<file path="src/rtl/instr_fetch_unit.sv">
// instr_fetch_unit
//   Fetch stage of the RV32I multi-cycle core. Holds the PC, requests one
//   instruction word at a time from instruction memory over a req/ready
//   handshake, latches it into the instruction register (instrCode) and holds
//   it until the core signals advance. The next PC is pc+4 or a redirect
//   target. Also counts retired instructions and flags a memory timeout.
//
// Ports
//   clk, reset_n              clock (rising edge), async active-low reset
//   imem_req/imem_addr        fetch request and address (= pc)
//   imem_ready/imem_rdata     memory response, sampled only while requesting
//   instr_valid/instrCode     fetched instruction, valid until advanced
//   pc/pc_plus4               address of instrCode and its link value
//   advance/redirect/redirect_pc  consume instruction, choose next PC
//   misalign                  one-cycle pulse on a misaligned redirect target
//   fetch_err                 sticky memory timeout flag
//   instret                   accepted-advance counter (wraps)
module instr_fetch_unit #(
  parameter logic [31:0] RESET_PC = 32'h0000_0000,
  parameter int unsigned TIMEOUT  = 255
) (
  input  logic        clk,
  input  logic        reset_n,
  output logic        imem_req,
  output logic [31:0] imem_addr,
  input  logic        imem_ready,
  input  logic [31:0] imem_rdata,
  output logic        instr_valid,
  output logic [31:0] instrCode,
  output logic [31:0] pc,
  output logic [31:0] pc_plus4,
  input  logic        advance,
  input  logic        redirect,
  input  logic [31:0] redirect_pc,
  output logic        misalign,
  output logic        fetch_err,
  output logic [31:0] instret
);

  typedef enum logic [1:0] {S_RST = 2'd0, S_REQ = 2'd1, S_HOLD = 2'd2, S_ERR = 2'd3} state_t;

  localparam logic [31:0] NOP       = 32'h0000_0013;
  localparam logic [7:0]  TIMEOUT_C = 8'(TIMEOUT);

  state_t      state_r, state_s;
  logic [31:0] pc_r, pc_s;
  logic [31:0] instr_r, instr_s;
  logic [7:0]  wait_cnt_r, wait_cnt_s, wait_cnt_inc_s;
  logic        misalign_r, misalign_s;
  logic        fetch_err_r, fetch_err_s;
  logic [31:0] instret_r, instret_s;
  logic        req_r, req_s;
  logic        valid_r, valid_s;

  assign pc_plus4       = pc_r + 32'd4;
  assign wait_cnt_inc_s = wait_cnt_r + 8'd1;

  // Next-state and next-value logic for all fetch-stage registers.
  always_comb begin
    state_s     = state_r;
    pc_s        = pc_r;
    instr_s     = instr_r;
    wait_cnt_s  = wait_cnt_r;
    misalign_s  = 1'b0;
    fetch_err_s = fetch_err_r;
    instret_s   = instret_r;
    case (state_r)
      S_RST: begin
        state_s = S_REQ;
      end
      S_REQ: begin
        // A response on the timeout edge still wins over the error.
        if (imem_ready) begin
          instr_s    = imem_rdata;
          wait_cnt_s = 8'd0;
          state_s    = S_HOLD;
        end else if (wait_cnt_inc_s == TIMEOUT_C) begin
          wait_cnt_s  = wait_cnt_inc_s;
          fetch_err_s = 1'b1;
          state_s     = S_ERR;
        end else begin
          wait_cnt_s = wait_cnt_inc_s;
        end
      end
      S_HOLD: begin
        if (advance) begin
          instret_s = instret_r + 32'd1;
          state_s   = S_REQ;
          if (redirect) begin
            pc_s       = {redirect_pc[31:2], 2'b00};
            misalign_s = |redirect_pc[1:0];
          end else begin
            pc_s = pc_plus4;
          end
        end else begin
          state_s = S_HOLD;
        end
      end
      S_ERR: begin
        state_s = S_ERR;
      end
      default: begin
        state_s = S_RST;
      end
    endcase
    // Handshake outputs are registered from the next state so they change
    // together with the state register.
    req_s   = (state_s == S_REQ);
    valid_s = (state_s == S_HOLD);
  end

  // Fetch-stage state and output registers.
  always_ff @(posedge clk or negedge reset_n) begin
    if (!reset_n) begin
      state_r     <= S_RST;
      pc_r        <= RESET_PC;
      instr_r     <= NOP;
      wait_cnt_r  <= 8'd0;
      misalign_r  <= 1'b0;
      fetch_err_r <= 1'b0;
      instret_r   <= 32'd0;
      req_r       <= 1'b0;
      valid_r     <= 1'b0;
    end else begin
      state_r     <= state_s;
      pc_r        <= pc_s;
      instr_r     <= instr_s;
      wait_cnt_r  <= wait_cnt_s;
      misalign_r  <= misalign_s;
      fetch_err_r <= fetch_err_s;
      instret_r   <= instret_s;
      req_r       <= req_s;
      valid_r     <= valid_s;
    end
  end

  assign imem_req    = req_r;
  assign imem_addr   = pc_r;
  assign instr_valid = valid_r;
  assign instrCode   = instr_r;
  assign pc          = pc_r;
  assign misalign    = misalign_r;
  assign fetch_err   = fetch_err_r;
  assign instret     = instret_r;

endmodule

</file>
<file path="config.mk">
export PLATFORM = sky130hd
export DESIGN_NAME = instr_fetch_unit
export DESIGN_NICKNAME = d
export VERILOG_FILES = /design/src/rtl/instr_fetch_unit.sv
export SDC_FILE = /design/constraint.sdc
export NUM_CORES = 1
export LEC_CHECK = 0
export ABC_AREA = 1
export CORE_MARGIN = 4
export CORE_UTILIZATION = 48
export CTS_CLUSTER_DIAMETER = 60
export DETAILED_ROUTE_END_ITERATION = 16
export PLACE_DENSITY = 0.95
export REMOVE_ABC_BUFFERS = 1
export SLEW_MARGIN = 20
export SYNTH_ARGS = -nofsm -noshare
export SYNTH_HDL_FRONTEND = slang
export SYNTH_SLANG_ARGS = --single-unit
</file>
<file path="constraint.sdc">
create_clock -name clk -period 3.02 [get_ports clk]
set_input_delay 0.604 -clock clk [delete_from_list [all_inputs] [get_ports clk]]
set_output_delay 0.604 -clock clk [all_outputs]
set_load 0.005 [all_outputs]
</file>
==> impl_metrics.tcl <==
set metrics [dict create \
    cts_tree "done" \
    gr-total-overflow 0 \
    status "complete, no violations" \
    finalSetupTns_ns 0 \
    pwr-share-comb_pct 45.6 \
    p_seq_share_pct 35.5 \
    yosysTopAreaCell "dfrtp_1" \
    num_rows 40 \
    firstDrtPassIters 5 \
    core_area_um2 12200 \
    numPortBuffers 226 \
    p_switching_w 0.00245 \
    synth_top_area_share_pct 43.4 \
    wl_met1_mm 7.07 \
    antenna_found_initial 0 \
    die-area_um2 14500 \
    ys_types 34 \
    die_w_um 120 \
    final_max_slew_viol_count 0 \
    maxCapViolations 0 \
    power.share.switching_pct 33.8 \
    track_usage_pct 25.5 \
    syn_avg_cell_area_um2 8.24 \
    nNetsFinal 1008 \
    synthTopCellsByArea "dfrtp_1 43%, nand2_1 15%, mux2_2 6.0%, nor2_1 5.0%, buf_4 4.6%" \
    power.density_nw_per_um2 838 \
    crit_required_ns 2.42 \
    synthesis.area_um2 6050 \
    relSlewSlack_pct 65.2 \
    syn_inst 734 \
    synth_seq_cells 108 \
    cts_num_sinks 108 \
    numCtsBuffers 9 \
    dieHeight_um 120 \
    fin_util_pct 71.3 \
    drc 0 \
    synth_compound_area_share_pct 5.73 \
    wl_met3_mm 1.56 \
    p_int_w 0.00481 \
    grt_pass1_vias 5916 \
    initialDrtViolationCount 444 \
    ir_worst_vdd_mv 0.768 \
    skew_ns 0.00811 \
    gp_routability_congestion 0.886 \
    clock_path_buffers 2 \
    clk-insertion-delay-late_ns 0.35 \
    drive_gt1_share_pct 9.57 \
    cts-htree-levels 3 \
    power.leakage_nw 3.68 \
    wl_per_cell_um 16.9 \
    antenna_cells 0 \
    worstPathArrival_ns 2.32 \
    area_growth_pct 43.3 \
    synthSimpleGateAreaFrac_pct 27.1 \
    end_kind "primary output" \
    synthMuxAreaShare_pct 5.96 \
    hpwl_mm 13.9 \
    vias_per_cell 5.28 \
    rsz0062_at_grt "true" \
    layout_setup_ws_ns 0.101 \
    startpoint_type "flip-flop" \
    drtAntennaViolNets 0 \
    yosys.area_share.adder_pct 0.827 \
    grt_start_max_net_pins 50 \
    fmax_mhz 343 \
    hp-class "primary input to asynchronous set/reset pin" \
    initial_core_util_pct 49.8 \
    synth_top_family_by_area "simple AND/OR/NAND/NOR gates" \
    met2WireLength_mm 9.32 \
    cts.clk_slew.worst_paths_ns 0.07 \
    wirelength_mm 18.7 \
    fin_crit_ns 2.92 \
    worstMarginPinSlew_ns 0.522 \
    worstSetupPathType "flip-flop to primary output" \
    finalSetupViolations 0 \
    top_layer "met4" \
    cts-root-buf "clkbuf_16" \
    ys_seq_area_share_pct 44.7 \
    ioPinCount 233 \
    pre_cts_ws_ns 0.388 \
    hold_viol 0 \
    grt_pass1_wl_mm 29.3 \
    period_share_pct 96.7 \
    crit_fanout 7 \
    vias 5854 \
    yosysWarnings 0 \
    synth-xor-area-share_pct 6.35 \
    p_clk_share_pct 18.8 \
    r2r_cells 8 \
]
-- repair_timing --
action	CTS	global route
endpoints found under the setup margin	1	11
gates resized for setup	3	11
pin swaps	0	2
hold endpoints to repair	0	0
hold buffers	0	0
buffers inserted	0	2
-- layer usage --
layer  vias up  global-route usage [%]
li1       2705                       -
met1      2779                    29.0
met2       304                    45.2
met3        66                    7.30
met4         0                    10.2
met5         -                       0
-- final timing paths --
kind	start	endpoint	slack, ns
max	imem_addr[2]	pc_plus4[17]	0.10
min	reset_n	imem_addr[6]	0.23
max reg2reg	state_r[0]	instret[29]	1.18
min reg2reg	fetch_err	fetch_err	0.49
max in group asynchronous	reset_n	instrCode[4]	2.04
min in group clk	fetch_err	fetch_err	0.49
-- area by class of cell --
| cell class | instances | area (µm²) |
|---|---|---|
| Multi-Input combinational cell | 523 | 2840 |
| Tap cell | 168 | 210 |
| Clock inverter | 7 | 121 |
| Timing Repair Buffer | 235 | 2340 |
| Inverter | 58 | 218 |
| Fill cell | 889 | 3490 |
| Clock buffer | 9 | 225 |
| Sequential cell | 108 | 2720 |
-- cells in the mapped netlist, drive strengths merged --
| cell type | n |
|---|---|
| o22ai | 2 |
| nor3 | 13 |
| clkbuf | 2 |
| mux2 | 32 |
| conb | 1 |
| nand2 | 243 |
| nand3 | 23 |
| o21bai | 1 |
| a21oi | 3 |
| ha | 4 |
| a21boi | 1 |
| o211ai | 5 |
| xnor2 | 23 |
| buf | 48 |
| xor2 | 20 |
| a22oi | 23 |
| nand4 | 10 |
| dfstp | 3 |
| o21ai | 17 |
| dfrtp | 105 |
| nand3b | 6 |
| nor2 | 90 |
| inv | 58 |
| a22o | 1 |
-- worst max-delay path, stage by stage, from the launching register on --
cell and delay (ns):
dfrtp_1 0.36, buf_4 0.17, inv_1 0.08, nor2_1 0.22, nand2_2 0.14, nor2_1 0.16, xor2_1 0.28, clkdlybuf4s50_1 0.56
-- logic make-up (layout without fill, tap and decap cells) --
family / count (synthesis) / in the layout
simple gates: 385 / 385
flops: 108 / 108
compound gates: 53 / 53
xor+xnor: 43 / 43
other cells: 1 / 6
buf+inv: 108 / 309
mux: 32 / 32
fa+ha+maj: 4 / 4
-- through the flow --
step	hold WS [ns]	area, µm²	instances	power (W)
6_report	0.232	8670	1108	0.00727
5_1_grt	0.258	8670	1108	0.00766
4_1_cts	0.239	8620	1106	0.00726
3_5_place_dp	0.482	8270	1090	0.00585
3_3_place_gp	0.470	8270	1090	0.00575
2_1_floorplan	0.308	5730	689	0.00356
-- cells in the final DEF, fill, tap and decap left out, types with 7 or more instances in the layout --
| cell | netlist | layout |
|---|---|---|
| o21ai_0 | 17 | 17 |
| nor2_1 | 81 | 79 |
| a22oi_1 | 23 | 23 |
| nor2_4 | 7 | 8 |
| mux2_2 | 32 | 32 |
| nand4_1 | 9 | 9 |
| clkdlybuf4s50_1 | 0 | 225 |
| nor3_1 | 12 | 11 |
| clkbuf_16 | 0 | 9 |
| dfrtp_2 | 0 | 7 |
| nand3_1 | 21 | 21 |
| inv_1 | 57 | 57 |
| dfrtp_1 | 105 | 98 |
| xor2_1 | 20 | 19 |
| xnor2_1 | 22 | 22 |
| buf_4 | 37 | 9 |
| nand2_1 | 242 | 241 |
-- power by group through the flow --
stage	logic, W	clock network (W)	registers (W)
after global routing	0.00357	0.00145	0.00264
final	0.00332	0.00137	0.00258
after detailed placement	0.00329	0	0.00257
after global placement	0.00322	0	0.00253
after floorplan	0.00107	0	0.00249
after CTS	0.00332	0.00139	0.00255
-- sequential cells by signal (all words and copies together), names as in the netlist --
| register | flops |
|---|---|
| instr_valid | 1 |
| instrCode | 32 |
| instret | 32 |
| state_r | 2 |
| imem_addr | 30 |
| fetch_err | 1 |
| imem_req | 1 |
| wait_cnt_r | 8 |
| misalign | 1 |
No activity file was read; power rests on OpenSTA's default activity.
